--- src/rtl/joystick_poll_ctrl.sv ---
// rtl/joystick_poll_ctrl.sv - periodic 5-byte SPI poll of the analog joystick, X/Y/button extraction
module joystick_poll_ctrl #(
  parameter int CLK_DIV     = 50,
  parameter int SS_SETUP    = 1500,
  parameter int BYTE_GAP    = 1000,
  parameter int POLL_PERIOD = 1000000
) (
  input  logic       clk,
  input  logic       rst_n,
  input  logic       enable,
  input  logic [1:0] led,
  input  logic       miso,
  output logic       sclk,
  output logic       mosi,
  output logic       ss_n,
  output logic [9:0] x_pos,
  output logic [9:0] y_pos,
  output logic [2:0] buttons,
  output logic       sample_valid,
  output logic       busy
);

  // One phase counter serves every timed state, so it is sized for the longest phase.
  localparam int MAX_A = (SS_SETUP > BYTE_GAP) ? SS_SETUP : BYTE_GAP;
  localparam int MAX_B = (CLK_DIV > POLL_PERIOD) ? CLK_DIV : POLL_PERIOD;
  localparam int MAX_P = (MAX_A > MAX_B) ? MAX_A : MAX_B;
  localparam int CW    = $clog2(MAX_P) + 1;

  localparam logic [CW-1:0] HALF_LAST  = CW'(CLK_DIV - 1);
  localparam logic [CW-1:0] SETUP_LAST = CW'(SS_SETUP - 1);
  localparam logic [CW-1:0] GAP_LAST   = CW'(BYTE_GAP - 1);
  localparam logic [CW-1:0] POLL_LAST  = CW'(POLL_PERIOD - 1);

  typedef enum logic [2:0] {
    S_IDLE,
    S_SETUP,
    S_SHIFT,
    S_GAP,
    S_DONE,
    S_WAIT
  } state_t;

  state_t          state;
  logic [CW-1:0]   cnt;
  logic [2:0]      bit_cnt;
  logic [2:0]      byte_cnt;
  logic [6:0]      tx_sr;    // bits still to send after the one on mosi
  logic [7:0]      rx_sr;
  logic [39:0]     rx_all;   // received bytes, byte 0 ends up in [39:32]
  logic [7:0]      tx0;

  // Command byte 0 carries the LED bits; MSB set marks it as a poll command.
  assign tx0 = {6'b100000, led};

  // Transaction sequencer: SPI timing, byte assembly and result publication.
  always_ff @(posedge clk or negedge rst_n) begin
    if (!rst_n) begin
      state        <= S_IDLE;
      cnt          <= '0;
      bit_cnt      <= '0;
      byte_cnt     <= '0;
      tx_sr        <= '0;
      rx_sr        <= '0;
      rx_all       <= '0;
      sclk         <= 1'b0;
      mosi         <= 1'b0;
      ss_n         <= 1'b1;
      x_pos        <= 10'd512;
      y_pos        <= 10'd512;
      buttons      <= 3'b000;
      sample_valid <= 1'b0;
      busy         <= 1'b0;
    end else begin
      sample_valid <= 1'b0;
      case (state)
        S_IDLE: begin
          if (enable) begin
            state    <= S_SETUP;
            ss_n     <= 1'b0;
            busy     <= 1'b1;
            mosi     <= tx0[7];
            tx_sr    <= tx0[6:0];
            cnt      <= '0;
            bit_cnt  <= '0;
            byte_cnt <= '0;
          end
        end
        S_SETUP: begin
          if (cnt == SETUP_LAST) begin
            cnt   <= '0;
            state <= S_SHIFT;
          end else begin
            cnt <= cnt + 1'b1;
          end
        end
        S_SHIFT: begin
          if (cnt == HALF_LAST) begin
            cnt <= '0;
            if (!sclk) begin
              sclk  <= 1'b1;
              rx_sr <= {rx_sr[6:0], miso};
            end else begin
              sclk    <= 1'b0;
              bit_cnt <= bit_cnt + 1'b1;
              if (bit_cnt == 3'd7) begin
                // Byte boundary: keep the byte and preload the all-zero follow-up byte.
                rx_all   <= {rx_all[31:0], rx_sr};
                byte_cnt <= byte_cnt + 1'b1;
                tx_sr    <= 7'd0;
                mosi     <= 1'b0;
                state    <= (byte_cnt == 3'd4) ? S_DONE : S_GAP;
              end else begin
                mosi  <= tx_sr[6];
                tx_sr <= {tx_sr[5:0], 1'b0};
              end
            end
          end else begin
            cnt <= cnt + 1'b1;
          end
        end
        S_GAP: begin
          if (cnt == GAP_LAST) begin
            cnt   <= '0;
            state <= S_SHIFT;
          end else begin
            cnt <= cnt + 1'b1;
          end
        end
        S_DONE: begin
          ss_n         <= 1'b1;
          mosi         <= 1'b0;
          x_pos        <= {rx_all[25:24], rx_all[39:32]};
          y_pos        <= {rx_all[9:8], rx_all[23:16]};
          buttons      <= rx_all[2:0];
          sample_valid <= 1'b1;
          busy         <= 1'b0;
          cnt          <= '0;
          state        <= S_WAIT;
        end
        S_WAIT: begin
          if (cnt == POLL_LAST) begin
            cnt   <= '0;
            state <= S_IDLE;
          end else begin
            cnt <= cnt + 1'b1;
          end
        end
        default: state <= S_IDLE;
      endcase
    end
  end

endmodule

--- config.mk ---
export PLATFORM = sky130hd
export DESIGN_NAME = joystick_poll_ctrl
export DESIGN_NICKNAME = d
export VERILOG_FILES = /design/src/rtl/joystick_poll_ctrl.sv
export SDC_FILE = /design/constraint.sdc
export NUM_CORES = 1
export LEC_CHECK = 0
export ABC_AREA = 1
export CELL_PAD_IN_SITES_DETAIL_PLACEMENT = 0
export CELL_PAD_IN_SITES_GLOBAL_PLACEMENT = 1
export CORE_ASPECT_RATIO = 1.25
export CORE_UTILIZATION = 25
export CTS_BUF_LIST = sky130_fd_sc_hd__clkbuf_2 sky130_fd_sc_hd__clkbuf_4 sky130_fd_sc_hd__clkbuf_8
export CTS_CLUSTER_SIZE = 40
export DETAILED_ROUTE_END_ITERATION = 10
export PLACE_DENSITY = 0.62
export REMOVE_ABC_BUFFERS = 1
export SYNTH_ARGS = -nofsm -noshare
export SYNTH_HDL_FRONTEND = slang
export SYNTH_SLANG_ARGS = --single-unit
--- constraint.sdc ---
create_clock -name clk -period 1.6 [get_ports clk]
set_input_delay 0.32 -clock clk [delete_from_list [all_inputs] [get_ports clk]]
set_output_delay 0.32 -clock clk [all_outputs]
set_load 0.05 [all_outputs]
### Yosys cells after proc, flatten, opt, wreduce, memory -nomap -nowiden

Index checks and enable logic that the tools add are counted.

* bitwise logic cells: 1
* muxes and demuxes: 38
* equality and inequality tests: 18
* $add $sub $neg: 3
* reduce and logical (&&, ||, !) cells: 14

Operators with widths (count)
* $pmux 21 s6: 1
* $mux 21: 5
* $mux 3: 14
* $mux 7: 4
* $add 21x1->21 const B: 1
* $eq 21x10->1 const B: 1
* $eq 21x11->1 const B: 1
* $eq 21x20->1 const B: 1
* $eq 21x6->1 const B: 1
* $pmux 3 s6: 1
* $ne 2x2->1 const B: 7
* $pmux 7 s2: 1
* $eq 3x3->1 const B: 4
* $pmux 3 s2: 2
* $reduce_and 4->1: 3
* $mux 1: 7
* $reduce_and 7->1: 1
* $add 3x1->3 const B: 2
* $eq 3x2->1 const B: 2
* $reduce_and 2->1: 3
* $reduce_bool 6->1: 1
* $reduce_and 5->1: 1
* $pmux 1 s2: 2
* $reduce_bool 2->1: 2
* other kinds (6): 6

* word-level logic and storage cells: 89
* output and inout bits: 28
* input bits: 6
* register bits: 113

### Logic depth before layout (Yosys ltp)

Gate-level depths: netlist of the first run.

* depth in word-level cells: 6
* gate-level depth with buffers: 12
* gate-level depth less buffers: 12

### Least setup slack after synthesis of the first run

OpenSTA, ideal clock, no wires.

* path kind: register to register
* start point: register cnt[0]
* end point: register cnt[10]
* clock period less this slack: 1.670 ns
* cell stages (with the launch flop): 11
* setup time: 0.129 ns
* arrival: 1.542 ns
* path slack: -0.070 ns
* cells stage by stage: dfrtp_1 ha_1 nand3_1 nor2_1 nand3_1 nand2_1 nand2_1 inv_2 nand2_1 nor2_2 nor2_1

* cells in the longest elaborated chain, start to end: 3

RTL lines
* start: declaration: line 44 `logic [CW-1:0] cnt;`
* start signal: assignment: line 93 `cnt <= cnt + 1'b1;`
* start signal: assignment: line 118 `cnt <= cnt + 1'b1;`
* start signal: assignment: line 126 `cnt <= cnt + 1'b1;`
* $add 21x1->21, or another cell as far along
* $mux 21 (on tied branches)
* $pmux 21 s6 (*): line 75 `case (state)`

Mark *: on every way between the ends. The rest lies on a longest branch, timed or not.
A chain may end at the register's enable or synchronous reset.

### Worst setup path in the final report of the first run

* start point: register cnt[0]
* end point: register rx_all[4]

* cells in the longest elaborated chain, start to end: 2

RTL lines
* $eq 21x6->1: line 97 `if (cnt == HALF_LAST) begin`
* $reduce_and 4->1 (no source line)
* end signal: assignment: line 107 `rx_all <= {rx_all[31:0], rx_sr};`
* end: declaration: line 49 `logic [39:0] rx_all;`

No other way between the ends.

==> results.yml, run 1 <==
timing:
  relSlewSlack_pct: 69.6
  timing.final.crit_period_ns: 1.73
  hold_viol: 0
  layout_worst_path_cycle_share_pct: 108
  fmax_ghz: 0.577
  fin_tns_setup_ns: -5.94
  setup_slack_ns: -0.134
  tightest_slew_ns: 0.456
  finalMaxSlewViolations: 0
  grt_setup_unrepaired: "true"
  skew_ns: 0.0177
  setup_viol: 68
  holdWs_ns: 0.385
finish:
  diodes: 0
  instances_no_fill: 1147
  areaGrowthSynthToFinish_pct: 42.0
  final_layout_size_suffix_gt1_share_pct: 31.2
  fin_util_pct: 36.6
  layout.nets: 872
worst_setup_path:
  cp_slowest_cell: "dfrtp_1"
  cp-start-kind: "flop"
  max_stage_delay_ns: 0.41
  rr_startpoint: "cnt[0]"
  r2r_slack_ns: -0.13
  reg2reg_to: "rx_all[4]"
  worstPathArrival_ns: 2.11
  crit_family: "simple AND/OR/NAND/NOR gates"
  worstSetupStartpoint: "cnt[0]"
  crit_chain: "buf_6 -> ha_4 -> nand2_2 -> nor2_2 -> nand3_2 -> inv_2 -> nand2_2 -> nor3_4 -> buf_4 -> clkbuf_16 -> nand2_1 -> nand2_1"
  worstRegToRegCells: 12
  crit_cells: 12
  path_class: "reg -> reg"
  worst-path-max-fanout: 18
  crit_path_end: "rx_all[4]"
  path_buf_inv: 4
  end_kind: "flop"
  required_ns: 1.98
logic_synthesis:
  synthesis.area_sq_um: 5430
  yosys-top-cells-area: "dfrtp_1, nand2_1, nor2_1"
  synth_flop_cell: "dfrtp_1"
  synthSimpleGateAreaFrac_pct: 35.0
  ys_warn_count: 0
  synth-adder-area-share_pct: 1.38
  synth_most_common_cell: "nand2_1"
  synthTopCellsByCount: "nand2_1, dfrtp_1, nor2_1"
  post_synth_num_cell_types: 28
  synth_compound_area_share_pct: 4.38
  synthMuxAreaShare_pct: 0
  async_reset_ff_share_pct: 100
  synth_top_family_by_area: "simple AND/OR/NAND/NOR gates"
  synth_top_area_cell: "dfrtp_1"
  synth-xor-area-share_pct: 1.29
  synthCells: 711
  ys_seq_area_share_pct: 52.2
  ys_ff_latch: 113
  synth_top_area_share_pct: 50.7
  synth_area_per_cell_sq_um: 7.63
  synth_edf_count: 0
routing:
  drt-total-wl_microns: 15500
  dr.max_layer_used: "met4"
  dr.pass1.iters: 4
  drcViolationCount: 0
  ant_nets: 0
  wl_per_cell_microns: 13.5
  wl_met3_microns: 423
  drt-met1-wl_microns: 6840
  avgViaCountPerCell: 4.29
  dr_wl_met2_microns: 7690
  num_vias: 4923
  drtIter0Drc: 185
global_routing:
  grt_antenna_before_repair: 0
  grt_overflow: 0
  grt_usage_pct: 14.6
  grt_pass1_wl_microns: 25500
  grt_max_degree: 44
  grt_pass1_vias: 5115
clocking:
  cts_tree: "built"
  cts.sinks: 113
  cts.path.max_buffers: 2
  path_clk_slew_ns: 0.08
  cts_buffers: 17
  clock-root-buffer: "clkbuf_8"
  htree_levels: 4
  clock_latency_ns: 0.44
floorplan:
  start_util_pct: 25.8
  die_w_microns: 134
  io_pins: 34
  rows: 59
  coreArea_sq_um: 21000
  die_height_microns: 167
  die_area_sq_um: 22300
power:
  power.density_nw_per_um2: 725
  internal_power_mw: 4.22
  sw_frac_of_total_pct: 24.6
  vdd_ir_drop_max_mv: 0.588
  p_sw_mw: 1.37
  share_seq_of_total_power_pct: 51.1
  p_clk_share_pct: 47.2
  p_leak_nw: 4.00
  power_frac_comb_pct: 1.8
min_path:
  hp-class: "in -> async"
outcome:
  violations: "negative setup slack"
  status: "finished with violations"
run:
  maxCapViolations: 0
place:
  routabilityCongestion: 0.845
  dpl.cell_count: 1095
  io_buffers: 33
  dp_hpwl_microns: 10900
state kept, by name, indices dropped and copies added, names as in the netlist:
name          count
bit_cnt           3
busy              1
buttons           3
byte_cnt          3
cnt              21
mosi              1
rx_all           40
rx_sr             8
sample_valid      1
sclk              1
ss_n              1
state             3
tx_sr             7
x_pos            10
y_pos            10
how the worst min path moves through the flow:
stage	startpoint	to	depth (start not counted)
floorplan	rst_n	bit_cnt[0]	0
global placement	rst_n	cnt[0]	1
detailed placement	rst_n	cnt[0]	1
CTS	rst_n	y_pos[4]	2
global route	rst_n	cnt[0]	2
finish	rst_n	cnt[0]	2
cells in the final DEF, fill, tap and decap left out, types with 3 or more instances in the layout:
cell type	count
buf_6	14
o21ai_0	18
clkbuf_8	19
clkdlybuf4s50_1	4
inv_2	21
nand3_2	7
nand4_1	8
nand3_1	40
inv_6	5
ha_1	4
o211ai_1	9
buf_4	117
inv_1	32
nand2_4	7
xor2_1	8
buf_12	11
nor2_2	17
dfrtp_1	109
dfstp_2	3
nand2_2	14
nand2_1	311
o21ai_1	9
nor2_1	43
clkinvlp_4	3
nor2_4	14
worst reg2reg max path: cells and delay by family, from the launching register on:
kind,cells,cell delay [ns]
and+or+nand+nor,7,0.61
adders and majority gates,1,0.12
DFF,1,0.41
buffers and inverters,4,0.53
metrics by stage:
| stage | setup slack, ns | power [mW] | instance area, sq um |
|---|---|---|---|
| after global placement | -0.296 | 3.01 | 6780 |
| after floorplan | -0.497 | 2.91 | 5320 |
| after global routing | -0.260 | 5.80 | 7710 |
| final | -0.134 | 5.59 | 7710 |
| after CTS | -0.102 | 5.69 | 7440 |
| after detailed placement | -0.331 | 3.01 | 6780 |
final cells by class:
class / count / area (sq um)
clock buffers: 19 / 262
clock inverters: 13 / 124
fillers: 2225 / 13300
inverters: 56 / 215
multi-input cells: 523 / 2570
flip-flops and latches: 113 / 2830
well taps: 274 / 343
repair buffers: 149 / 1360
power by group through the flow:
stage | Sequential, mW | Combinational, mW | Clock [mW]
global placement | 2.91 | 0.102 | 0
finish | 2.85 | 0.0989 | 2.64
detailed placement | 2.91 | 0.103 | 0
global route | 2.85 | 0.114 | 2.83
CTS | 2.85 | 0.105 | 2.73
floorplan | 2.91 | 0.00143 | 0
repair_timing:
| action | CTS | global route |
|---|---|---|
| setup buffers | 8 | 9 |
| pin swaps | 12 | 17 |
| endpoints found under the hold margin | 21 | 0 |
| gates cloned | 0 | 2 |
| setup endpoints to repair | 81 | 88 |
| hold buffers | 1 | 0 |
| gates resized for setup | 58 | 41 |
cell families (layout without fill, tap and decap cells):
family          after synthesis  count (layout)
xor+xnor                      8               8
flops                       113             113
buf+inv                      75             237
simple gates                467             467
compound gates               42              42
fa+ha+maj                     6               6
routing by layer:
layer	GRT usage, %	vias to the layer above
li1	-	2515
met1	17.3	2302
met2	24.5	74
met3	3.23	32
met4	7.76	0
met5	0	-
(Power assumes the default switching activity.)
==> inputs of run 2 (changes only) <==
--- a/config.mk
+++ b/config.mk
@@ -9,11 +9,11 @@
 export CELL_PAD_IN_SITES_DETAIL_PLACEMENT = 0
 export CELL_PAD_IN_SITES_GLOBAL_PLACEMENT = 1
 export CORE_ASPECT_RATIO = 1.25
-export CORE_UTILIZATION = 25
+export CORE_UTILIZATION = 35
 export CTS_BUF_LIST = sky130_fd_sc_hd__clkbuf_2 sky130_fd_sc_hd__clkbuf_4 sky130_fd_sc_hd__clkbuf_8
 export CTS_CLUSTER_SIZE = 40
 export DETAILED_ROUTE_END_ITERATION = 10
-export PLACE_DENSITY = 0.62
+export PLACE_DENSITY = 0.78
 export REMOVE_ABC_BUFFERS = 1
 export SYNTH_ARGS = -nofsm -noshare
 export SYNTH_HDL_FRONTEND = slang
==> results.yml, run 2 (synthesized netlist as in run 1, its figures left out) <==
outcome:
  status: "finished with violations"
  violations: "negative setup slack"
floorplan:
  coreArea_sq_um: 15100
  die_height_microns: 141
  start_util_pct: 36.0
  rows: 50
  die_w_microns: 113
  io_pins: 34
  die_area_sq_um: 16000
power:
  power.density_nw_per_um2: 692
  finalPower_mw: 5.40
  vdd_ir_drop_max_mv: 0.600
  p_leak_nw: 3.99
worst_setup_path:
  reg2reg_to: "rx_all[1]"
  end_kind: "flop"
  required_ns: 1.91
  cp-start-kind: "flop"
  worst-path-max-fanout: 7
  r2r_slack_ns: -0.26
  path_class: "reg -> reg"
  worstPathArrival_ns: 2.17
  worstSetupStartpoint: "cnt[1]"
  rr_startpoint: "cnt[1]"
  worstRegToRegCells: 12
timing:
  tightest_slew_ns: 0.317
  finalMaxSlewViolations: 0
  skew_ns: 0.0123
  grt_setup_unrepaired: "true"
  relSlewSlack_pct: 78.9
  holdWs_ns: 0.324
  hold_viol: 0
  layout_worst_path_cycle_share_pct: 116
  fmax_ghz: 0.539
  timing.final.crit_period_ns: 1.86
  fin_tns_setup_ns: -9.49
  setup_slack_ns: -0.257
  setup_viol: 68
finish:
  diodes: 0
  top_regs: "rx_all x40, cnt x21"
  final_cell_mix: "nand2_1, dfrtp_1, buf_4"
  layout.nets: 863
  largest_register_ff_count: 40
  final_common_cell: "nand2_1"
  max_flop_register: "rx_all"
  areaGrowthSynthToFinish_pct: 43.8
  final_layout_size_suffix_gt1_share_pct: 34.8
routing:
  ant_nets: 0
  drt-met1-wl_microns: 6600
  num_vias: 5104
  wl_met3_microns: 541
  dr_wl_met2_microns: 8100
  dr.max_layer_used: "met4"
  wl_per_cell_microns: 14.7
  drcViolationCount: 0
  dr.pass1.iters: 6
  drtIter0Drc: 168
  drt-total-wl_microns: 15700
  avgViaCountPerCell: 4.77
place:
  io_buffers: 33
  routabilityCongestion: 0.925
  pre_cts_slack_ns: -0.350
  dp_hpwl_microns: 10200
global_routing:
  grt_usage_pct: 19.1
  grt_antenna_before_repair: 0
  grt_pass1_vias: 5034
  grt_max_degree: 44
  grt_overflow: 0
  grt_pass1_wl_microns: 23900
clocking:
  clock_latency_ns: 0.43
  htree_levels: 4
  cts.path.max_buffers: 2
  path_clk_slew_ns: 0.07
  cts.sinks: 113
  cts_buffers: 17
  cts_tree: "built"
  clock-root-buffer: "clkbuf_8"
min_path:
  hp-class: "in -> async"
run:
  maxCapViolations: 0
-- run 2: worst max-delay path, stage by stage (launching register included) --
cell       delay [ns]
dfrtp_1          0.39
buf_6            0.13
inv_4            0.05
ha_4             0.12
nand2_4          0.05
buf_6            0.13
nor2_4           0.07
nand3_2          0.08
nor2_4           0.13
nand3_4          0.19
clkbuf_16        0.23
nand2_1          0.08
o21ai_1          0.08
-- run 2: layout make-up --
| cell class | instances | area (sq um) |
|---|---|---|
| Inverter | 56 | 219 |
| Clock buffer | 21 | 283 |
| Fill cell | 1404 | 7270 |
| Clock inverter | 10 | 80.1 |
| Sequential cell | 113 | 2840 |
| Timing Repair Buffer | 139 | 1360 |
| Multi-Input combinational cell | 524 | 2770 |
| Tap cell | 208 | 260 |
-- run 2: per-stage QoR --
step                area [sq um]  std cells  util, %
floorplan                   5320        692        -
global placement            6620       1016     43.9
detailed placement          6620       1016     43.9
CTS                         7260       1053     48.1
global route                7810       1071     51.8
finish                      7810       1071     51.8
-- run 2: how the worst max path moves through the flow --
stage	endpoint	slack, ns	depth (start not counted)
after floorplan	rx_all[1]	-0.50	5
after global placement	cnt[12]	-0.37	8
after detailed placement	cnt[12]	-0.35	8
after CTS	rx_all[7]	-0.15	12
after global routing	rx_all[1]	-0.35	12
final	rx_all[1]	-0.26	12
-- run 2: routing by layer --
| layer | up-vias | global-route usage, % |
|---|---|---|
| met2 | 108 | 32.9 |
| met1 | 2462 | 22.8 |
| met5 | - | 0 |
| met3 | 38 | 4.13 |
| li1 | 2496 | - |
| met4 | 0 | 8.66 |
-- run 2: power breakdown --
part           internal, mW  switching, mW
combinational        0.0288         0.0631
clock                  1.21           1.24
sequential             2.86              0
total                  4.10           1.30
-- run 2: repair_timing --
| action | CTS | global route |
|---|---|---|
| pin swaps | 24 | 25 |
| setup buffers | 4 | 9 |
| resized for setup | 69 | 81 |
| hold buffers | 1 | 0 |
| hold endpoints to repair | 15 | 0 |
| setup endpoints to repair | 81 | 87 |
| cloned | 2 | 9 |
==> inputs of run 3 (changes only) <==
--- a/config.mk
+++ b/config.mk
@@ -6,6 +6,7 @@
 export NUM_CORES = 1
 export LEC_CHECK = 0
 export ABC_AREA = 1
+export ABC_CLOCK_PERIOD_IN_PS = 1600
 export CELL_PAD_IN_SITES_DETAIL_PLACEMENT = 0
 export CELL_PAD_IN_SITES_GLOBAL_PLACEMENT = 1
 export CORE_ASPECT_RATIO = 1.25
@@ -13,6 +14,7 @@
 export CTS_BUF_LIST = sky130_fd_sc_hd__clkbuf_2 sky130_fd_sc_hd__clkbuf_4 sky130_fd_sc_hd__clkbuf_8
 export CTS_CLUSTER_SIZE = 40
 export DETAILED_ROUTE_END_ITERATION = 10
+export HOLD_SLACK_MARGIN = 0.15
 export PLACE_DENSITY = 0.78
 export REMOVE_ABC_BUFFERS = 1
 export SYNTH_ARGS = -nofsm -noshare
==> results of run 3 <==
The final DEF is identical to that of run 2; final timing and power are the same.
